## src/rtl/sha256_pkg.sv

```systemverilog
// Shared constants and types for the SHA-256 message sequencer and its helpers.
package sha256_pkg;

    localparam int BLOCK_W = 512;
    localparam int HASH_W  = 256;
    localparam int WORD_W  = 32;

    localparam logic [WORD_W-1:0] PAD_MARKER = 32'h8000_0000;

    localparam logic [WORD_W-1:0] SHA256_IV [0:7] = '{
        32'h6a09e667, 32'hbb67ae85, 32'h3c6ef372, 32'ha54ff53a,
        32'h510e527f, 32'h9b05688c, 32'h1f83d9ab, 32'h5be0cd19
    };

    typedef enum logic [2:0] {
        S_IDLE,
        S_FILL,
        S_PAD,
        S_ZERO,
        S_LEN,
        S_ISSUE,
        S_WAIT,
        S_DONE
    } state_t;

    // H0 lands in the top word, matching the core_hin layout.
    function automatic logic [HASH_W-1:0] iv_flat();
        logic [HASH_W-1:0] v;
        v = '0;
        for (int i = 0; i < 8; i++) begin
            v[HASH_W-1-WORD_W*i -: WORD_W] = SHA256_IV[i];
        end
        return v;
    endfunction

endpackage

```

## src/rtl/sha256_last_word_mask.sv

```systemverilog
// Final message word: keeps the first 'bytes' bytes, clears the rest and
// merges the 0x80 padding marker right after the last valid byte.
module sha256_last_word_mask
    import sha256_pkg::*;
(
    input  logic [WORD_W-1:0] data,
    input  logic [2:0]        bytes,
    output logic [WORD_W-1:0] word
);

    always_comb begin
        case (bytes)
            3'd0:    word = PAD_MARKER;
            3'd1:    word = {data[31:24], 8'h80, 16'h0000};
            3'd2:    word = {data[31:16], 8'h80, 8'h00};
            3'd3:    word = {data[31:8], 8'h80};
            default: word = data;
        endcase
    end

endmodule

```

## src/rtl/sha256_msg_sequencer.sv

```systemverilog
// Packs a 32-bit big-endian word stream into padded 512-bit SHA-256 blocks,
// drives the compression core block by block and presents the final digest.
module sha256_msg_sequencer
    import sha256_pkg::*;
(
    input  logic               clk,
    input  logic               rst,
    input  logic [WORD_W-1:0]  s_data,
    input  logic               s_valid,
    output logic               s_ready,
    input  logic               s_last,
    input  logic [2:0]         s_bytes,
    output logic [BLOCK_W-1:0] core_block,
    output logic [HASH_W-1:0]  core_hin,
    output logic               core_start,
    input  logic               core_done,
    input  logic [HASH_W-1:0]  core_hout,
    output logic [HASH_W-1:0]  digest,
    output logic               digest_valid,
    input  logic               digest_ack
);

    state_t state, state_nx;
    state_t ret, ret_nx;
    state_t after_wr;

    logic [WORD_W-1:0] blk [16];
    logic [3:0]        wc;
    logic [63:0]       bitlen;
    logic [HASH_W-1:0] h;
    logic              is_final;

    logic [WORD_W-1:0] last_word;
    logic              accept;
    logic              wr_en;
    logic [WORD_W-1:0] wr_data;
    logic [63:0]       len_add;
    logic              set_final;
    logic              load_h;
    logic              clear_msg;

    sha256_last_word_mask u_mask (
        .data  (s_data),
        .bytes (s_bytes),
        .word  (last_word)
    );

    assign s_ready      = !rst && (state == S_IDLE || state == S_FILL);
    assign accept       = s_valid && s_ready;
    assign core_start   = (state == S_ISSUE);
    assign digest_valid = (state == S_DONE);
    assign core_hin     = h;

    always_comb begin
        for (int i = 0; i < 16; i++) begin
            core_block[BLOCK_W-1-WORD_W*i -: WORD_W] = blk[i];
        end
    end

    always_comb begin
        state_nx  = state;
        ret_nx    = ret;
        after_wr  = state;
        wr_en     = 1'b0;
        wr_data   = '0;
        len_add   = '0;
        set_final = 1'b0;
        load_h    = 1'b0;
        clear_msg = 1'b0;

        case (state)
            S_IDLE, S_FILL: begin
                if (accept) begin
                    wr_en = 1'b1;
                    if (!s_last) begin
                        wr_data  = s_data;
                        len_add  = 64'd32;
                        after_wr = S_FILL;
                    end else if (s_bytes >= 3'd4) begin
                        wr_data  = s_data;
                        len_add  = 64'd32;
                        after_wr = S_PAD;
                    end else begin
                        wr_data  = last_word;
                        len_add  = {58'd0, s_bytes, 3'd0};
                        after_wr = S_ZERO;
                    end
                end
            end
            S_PAD: begin
                wr_en    = 1'b1;
                wr_data  = PAD_MARKER;
                after_wr = S_ZERO;
            end
            S_ZERO: begin
                if (wc == 4'd14) begin
                    state_nx = S_LEN;
                end else begin
                    wr_en    = 1'b1;
                    after_wr = S_ZERO;
                end
            end
            S_LEN: begin
                wr_en     = 1'b1;
                wr_data   = (wc == 4'd14) ? bitlen[63:32] : bitlen[31:0];
                after_wr  = S_LEN;
                set_final = (wc == 4'd15);
            end
            S_ISSUE: state_nx = S_WAIT;
            S_WAIT: begin
                if (core_done) begin
                    load_h   = 1'b1;
                    state_nx = is_final ? S_DONE : ret;
                end
            end
            S_DONE: begin
                if (digest_ack) begin
                    state_nx  = S_IDLE;
                    clear_msg = 1'b1;
                end
            end
            default: state_nx = S_IDLE;
        endcase

        // Writing word 15 completes a block: park the follow-on state in ret.
        if (wr_en) begin
            if (wc == 4'd15) begin
                state_nx = S_ISSUE;
                ret_nx   = after_wr;
            end else begin
                state_nx = after_wr;
            end
        end
    end

    always_ff @(posedge clk) begin
        if (rst) begin
            state    <= S_IDLE;
            ret      <= S_FILL;
            wc       <= '0;
            bitlen   <= '0;
            h        <= iv_flat();
            is_final <= 1'b0;
            digest   <= '0;
            for (int i = 0; i < 16; i++) begin
                blk[i] <= '0;
            end
        end else begin
            state  <= state_nx;
            ret    <= ret_nx;
            bitlen <= bitlen + len_add;
            if (wr_en) begin
                blk[wc] <= wr_data;
                wc      <= wc + 4'd1;
            end
            if (set_final) begin
                is_final <= 1'b1;
            end
            if (load_h) begin
                h <= core_hout;
                if (is_final) begin
                    digest <= core_hout;
                end
            end
            if (clear_msg) begin
                h        <= iv_flat();
                bitlen   <= '0;
                is_final <= 1'b0;
            end
        end
    end

endmodule

```

## config.mk

```make
export PLATFORM = sky130hd
export DESIGN_NAME = sha256_msg_sequencer
export DESIGN_NICKNAME = d
export VERILOG_FILES = /design/src/rtl/sha256_pkg.sv /design/src/rtl/sha256_last_word_mask.sv /design/src/rtl/sha256_msg_sequencer.sv
export SDC_FILE = /design/constraint.sdc
export NUM_CORES = 2
export LEC_CHECK = 0
export CORE_AREA = 2 2 515 517
export DETAILED_ROUTE_END_ITERATION = 12
export DIE_AREA = 0 0 517 519
export PLACE_DENSITY_LB_ADDON = 0.15
export SYNTH_ARGS = -nofsm -noshare
export SYNTH_HDL_FRONTEND = slang
export SYNTH_SLANG_ARGS = --single-unit
```

## constraint.sdc

```tcl
create_clock -name clk -period 4 [get_ports clk]
set_input_delay 1 -clock clk [delete_from_list [all_inputs] [get_ports clk]]
set_output_delay 1 -clock clk [all_outputs]
set_load 0.005 [all_outputs]
```

# Word level (Yosys, flattened, before mapping)
# Memories as Yosys holds them, arrays and structs flattened.
# Index checks and enable logic that the tools add are counted.
dict set report word_totals {
  reg_bits 587
  mem_bits_rw 512
  output_inout_bits 1027
  wordCells 78
  mem_count 1
}
# name depth width rd rd_clocked_by_memory_dff wr line
set mem_list {}
lappend mem_list {blk 16 32 16 0 16 sha256_msg_sequencer.sv:27} ;# logic [WORD_W-1:0] blk [16];
dict set report op_classes {
  add_sub_neg 2
  order_cmp 1
  eq_ne 15
  mux 38
  reduce_logical 14
}
# operator n
set ops {}
lappend ops {{32-bit two-way mux} 5}
lappend ops {{32-bit one-hot mux with 4 select lines} 1}
lappend ops {{32-bit one-hot mux with 3 select lines} 1}
lappend ops {{64-bit adder} 1}
lappend ops {{32-bit OR reduction} 1}
lappend ops {{3-bit two-way mux} 8}
lappend ops {{6-bit two-way mux} 4}
lappend ops {{3-bit one-hot mux with 4 select lines} 2}
lappend ops {{1-bit two-way mux} 14}
lappend ops {{3-bit by 2-bit equality test with 1-bit output, second input constant} 4}
lappend ops {{3-bit equality test, second input constant} 4}
lappend ops {{4-bit equality test, second input constant} 2}
lappend ops {{3-bit by 1-bit equality test with 1-bit output, second input constant} 2}
lappend ops {{3-bit zero test} 2}
lappend ops {{3-bit != test, second input constant} 2}
lappend ops {{2-bit OR reduction} 3}
lappend ops {{5-bit nonzero test} 1}
lappend ops {{4-bit by 1-bit adder with 4-bit output, second input constant} 1}
lappend ops {{4-bit two-way mux} 1}
lappend ops {{2-bit AND reduction} 2}
lappend ops {{4-bit AND reduction} 1}
lappend ops {{3-bit greater-or-equal comparator, second input constant} 1}
lappend ops {{3-bit by 1-bit != test with 1-bit output, second input constant} 1}
lappend ops {{1-bit one-hot mux with 3 select lines} 1}
lappend ops {{other kinds (4)} 5}

# Longest topological paths before layout
dict set report depth {
  ltp_word 11
  ltp_mapped 12
  ltp_nobuf 10
}

# Cells and area by module
# Synthesis repeated with hierarchy kept, for this count alone.
dict set report unflattened {
  hier_cells 3977
  hier_area_um2 39982.1
}
# mod n_inst cells_each area_each_um2 seq_area_each_um2
set by_module_without_submodules {}
lappend by_module_without_submodules {sha256_msg_sequencer 1 3938 39701.8 27066.0}
lappend by_module_without_submodules {sha256_last_word_mask 1 39 280.3 0.0}

# Worst setup path before layout
# No wires, ideal clock.
dict set report synth_timing {
  kind {input to register}
  from {input rst}
  to {register bitlen[59]}
  setup_time_ps 70
  arrival_time_ps 3828
  required_time_ps 3930
  path_slack_ps 102
  cell_stages 12
  path_buffers 2
  path_cell_list {clkbuf_1 nor2b_1 and2_1 and3_1 ha_1 fa_1 a21o_1 nand4_1 or4b_1 clkbuf_2 or4_1 a21oi_1}
}
dict set report synth_between {
  elab_chain_cells 6
  word_cells_on_any_way 7
  cone_classes {1 x add/sub; 2 x mux; 4 x reduce/logical}
}
# item line
set synth_rtl {}
lappend synth_rtl {{start: declaration} sha256_msg_sequencer.sv:7} ;# input logic rst,
lappend synth_rtl {{1-bit zero test} sha256_msg_sequencer.sv:48} ;# assign s_ready = !rst && (state == S_IDLE || state == S_FILL);
lappend synth_rtl {{1-bit logical AND} sha256_msg_sequencer.sv:48}
lappend synth_rtl {{1-bit logical AND} sha256_msg_sequencer.sv:49} ;# assign accept = s_valid && s_ready;
lappend synth_rtl {{6-bit two-way mux} sha256_msg_sequencer.sv:73} ;# if (accept) begin
lappend synth_rtl {{6-bit two-way mux} sha256_msg_sequencer.sv:71} ;# case (state)
lappend synth_rtl {{64-bit adder} sha256_msg_sequencer.sv:151} ;# bitlen <= bitlen + len_add;
lappend synth_rtl {{end signal: assignment} sha256_msg_sequencer.sv:151}
lappend synth_rtl {{end: declaration} sha256_msg_sequencer.sv:29} ;# logic [63:0] bitlen;
# Parallel ways exist; a longest one is shown, timed or not.
# A chain may end at the register's enable or synchronous reset.

# Worst setup path after layout
dict set report layout_timing {
  from {register state[2]}
  to {output digest_valid}
}
dict set report layout_between {
  elab_chain_cells 1
}
# item line
set layout_rtl {}
lappend layout_rtl {{start: declaration} sha256_msg_sequencer.sv:23} ;# state_t state, state_nx;
lappend layout_rtl {{start signal: assignment} sha256_msg_sequencer.sv:149} ;# state <= state_nx;
lappend layout_rtl {{3-bit equality test} sha256_msg_sequencer.sv:51} ;# assign digest_valid = (state == S_DONE);
lappend layout_rtl {{end: declaration} sha256_msg_sequencer.sv:19} ;# output logic digest_valid,
# Every way passes these cells.

==> qor.csv <==
metric,value,unit
Reg2Reg Setup Slack,0.89,ns
"Hold Vio Cnt, Final",0,
slew of the pin with the lowest slew margin,1.08,ns
Site Rows,189,
first-pass GRT wire length,299000,µm
Crit Reg-Reg Endpoint,blk[3][31]$_SDFFCE_PN0P_,
cell area after synthesis,0.0393,mm²
VDD IR max,0.459,mV
clk root buf,clkbuf_16,
Antenna Violating Nets Remaining,0,
CTS H-tree depth,4,
leak pwr,21.2,nW
# DRC,0,
DP HPWL,167000,µm
drt total wl,223000,µm
"Req. time, crit path",3.00,ns
GPL Wtd Cong,0.805,
largest net degree at the start of global routing,144,
Max Clock Freq,294,MHz
top_reg_cell synth,dfxtp_1,
Clk network pwr share,46.2,%
Syn Area/Cell,9.96,µm²
CP endpoint kind,primary output,
starting DRC count in detailed routing,2396,
port bufs,1323,
gr busiest metal,met2,
critical path endpoint,digest_valid,
worst setup path class,flip-flop to primary output,
fin area,0.0628,mm²
total CTS buffers,140,
global routing met1 resource utilization,18.1,%
Worst Skew,0.0361,ns
Internal,20.5,mW
drt first pass iters,7,
Switching Fraction,25.3,%
Final period util,85.1,%
sequential share of the synthesized area,68.8,%
clock slew at reported path FFs,0.06,ns
Setup-failing EPs final,0,
sequential share of power,44.5,%
pwr dens,437,mW/mm²
TritonCTS clock tree,built,
relative slew slack,27.8,%
Comb power frac,9.3,%
share of flip-flops with an asynchronous set or reset,0,%
clock tree buffer depth,3,
die width,517,µm
placed instance area,0.0582,mm²
RSZ-0062 raised after global routing,no,
io pins,1324,
met2 Track Usage GR,28.1,%
syn nets,4252,
vias per cell,3.82,
WL/cell,24.9,µm
Syn Inst Count,3947,
FF-to-FF path depth,9,
routed via count,34242,
core area,0.263,mm²
Yosys cell types,53,
Slew Limit Fails,0,
die area,0.268,mm²
Max-cap violations,0,
met3 Track Usage GR,6.15,%
"FF+latch count, synth",1096,
GRT Overall Usage,16.0,%
"Clk Latency, worst-skew pair",0.79,ns
Die Y,519,µm
CP arrival,2.40,ns
Critical Path Source,state[2]$_SDFFE_PP0P_,
nets,5613,
postcts setup bufs,0,
vias in the first global route,33951,
Resized cells post-CTS,0,
Tmin final,3.40,ns
CTS sink cnt,1096,
post-layout util,23.8,%
Initial Util,14.9,%
Worst Hold Class,flip-flop to flip-flop,
yosys warns,0,
final hold slack,0.452,ns
Net Sw Power,6.95,mW
hold buffers post-CTS,0,
"Max FO, Critical Path",13,
antenna violations before repair,43,
share of layout cells above drive strength 1,8.58,%
number of synthesized flops with an enable pin,512,
global route overflow,0,
CP startpoint kind,flip-flop,
synth-to-layout area growth,59.7,%
outcome,completed,
FF-to-FF Start,wc[0]$_SDFFE_PP0N_,
==> critical path, stage by stage (launching register included) <==
cell             delay (ns)
dfxtp_1                0.33
buf_4                  0.19
nand2_1                0.23
nor2_1                 0.30
clkdlybuf4s50_1        0.60
==> how the worst min path moves through the flow <==
stage	start	to	slack, ns	cells after the start
final	digest[72]$_SDFFE_PP0P_	digest[72]$_SDFFE_PP0P_	0.45	2
after global routing	digest[111]$_SDFFE_PP0P_	digest[111]$_SDFFE_PP0P_	0.47	2
after global placement	core_hin[163]$_SDFFE_PP0P_	core_hin[163]$_SDFFE_PP0P_	0.44	2
after detailed placement	digest[72]$_SDFFE_PP0P_	digest[72]$_SDFFE_PP0P_	0.45	2
after floorplan	ret[1]$_SDFFE_PP0P_	ret[1]$_SDFFE_PP0P_	0.45	1
after CTS	digest[234]$_SDFFE_PP0P_	digest[234]$_SDFFE_PP0P_	0.45	2
==> power by group through the flow <==
stage	Clock, mW	Sequential, mW	Combinational [mW]
2_1_floorplan	0	12.5	0.606
3_3_place_gp	0	12.4	2.64
3_5_place_dp	0	12.5	2.63
4_1_cts	13.1	12.2	2.64
5_1_grt	13.6	12.2	2.72
6_report	12.7	12.2	2.55
==> cells in the mapped netlist, drive strengths merged (2+ instances only) <==
library cell | count | area share (%)
nor3b | 2 | 0.038
or4 | 12 | 0.24
a21o | 3 | 0.057
nor2 | 577 | 5.5
nor4b | 2 | 0.060
nand4 | 20 | 0.33
o21bai | 3 | 0.057
clkbuf | 266 | 2.5
a22oi | 3 | 0.057
a22o | 2 | 0.045
or3 | 14 | 0.22
nand2 | 1143 | 11
nor4 | 13 | 0.21
o21ai | 18 | 0.23
or2 | 6 | 0.095
nor2b | 2 | 0.032
xor2 | 11 | 0.24
mux2i | 4 | 0.10
inv | 16 | 0.15
a21oi | 460 | 5.9
and2 | 6 | 0.095
nand2b | 5 | 0.080
edfxtp | 512 | 39
ha | 7 | 0.22
nor3 | 14 | 0.18
a21boi | 2 | 0.038
buf | 17 | 0.18
o31ai | 7 | 0.13
nand3 | 160 | 2.0
dfxtp | 584 | 30
and4 | 8 | 0.18
and3 | 7 | 0.11
xnor2 | 29 | 0.65
==> cell usage in the layout (no fill, tap or decap), types with 8 or more instances in the layout <==
master and count:
clkdlybuf4s50_1 1322, nand2_1 1114, dfxtp_1 584, nor2_1 575, edfxtp_1 512, a21oi_1 431
nand3_1 160, clkbuf_16 140, buf_4 129, buf_12 50, xnor2_1 29, clkbuf_1 29
nand2_2 28, clkbuf_8 24, clkinv_2 21, nand4_1 19, o21ai_0 17, inv_1 16
a21oi_2 16, diode_2 15, or3_1 14, nor3_1 14, clkinv_1 14, a21oi_4 13
nor4_1 13, xor2_1 11, or4_1 11, and4_1 8
==> final cells by class <==
type	count	area, µm²
multi-input cells	2552	11500
flip-flops and latches	1096	27100
fillers	28481	201000
clock inverters	58	586
repair buffers	1502	15200
inverters	16	60.1
clock buffers	193	3940
well taps	3533	4420
diodes	15	37.5
==> sequential cells by signal, indices dropped and copies added (netlist names) <==
name and cells:
wc 4, blk 512, digest 256, is_final 1
bitlen 61, ret 3, state 3, core_hin 256
==> logic make-up after synthesis <==
family	count (synthesis)	synth area share [%]
simple gates	1993	20.4
flops	1096	68.8
compound gates	507	6.67
buf+inv	299	2.88
xor+xnor	40	0.891
fa+ha+maj	8	0.274
mux	4	0.102
==> through the flow <==
stage | power, mW | std cells | TNS (ns) | worst slack [ns]
after global routing | 28.5 | 8952 | 0 | 0.402
after global placement | 15.1 | 8699 | -0.643 | -0.145
after floorplan | 13.1 | 3947 | 0 | 0.102
after CTS | 28.0 | 8950 | 0 | 0.444
after detailed placement | 15.1 | 8699 | -0.397 | -0.127
final | 27.4 | 8965 | 0 | 0.598
==> metal layers <==
metal	up-vias	share of wire [%]
li1	15873	-
met1	16813	39
met2	1273	50
met3	241	9.5
met4	42	2.0
met5	-	0.12
No activity file was read; power rests on OpenSTA's default activity.
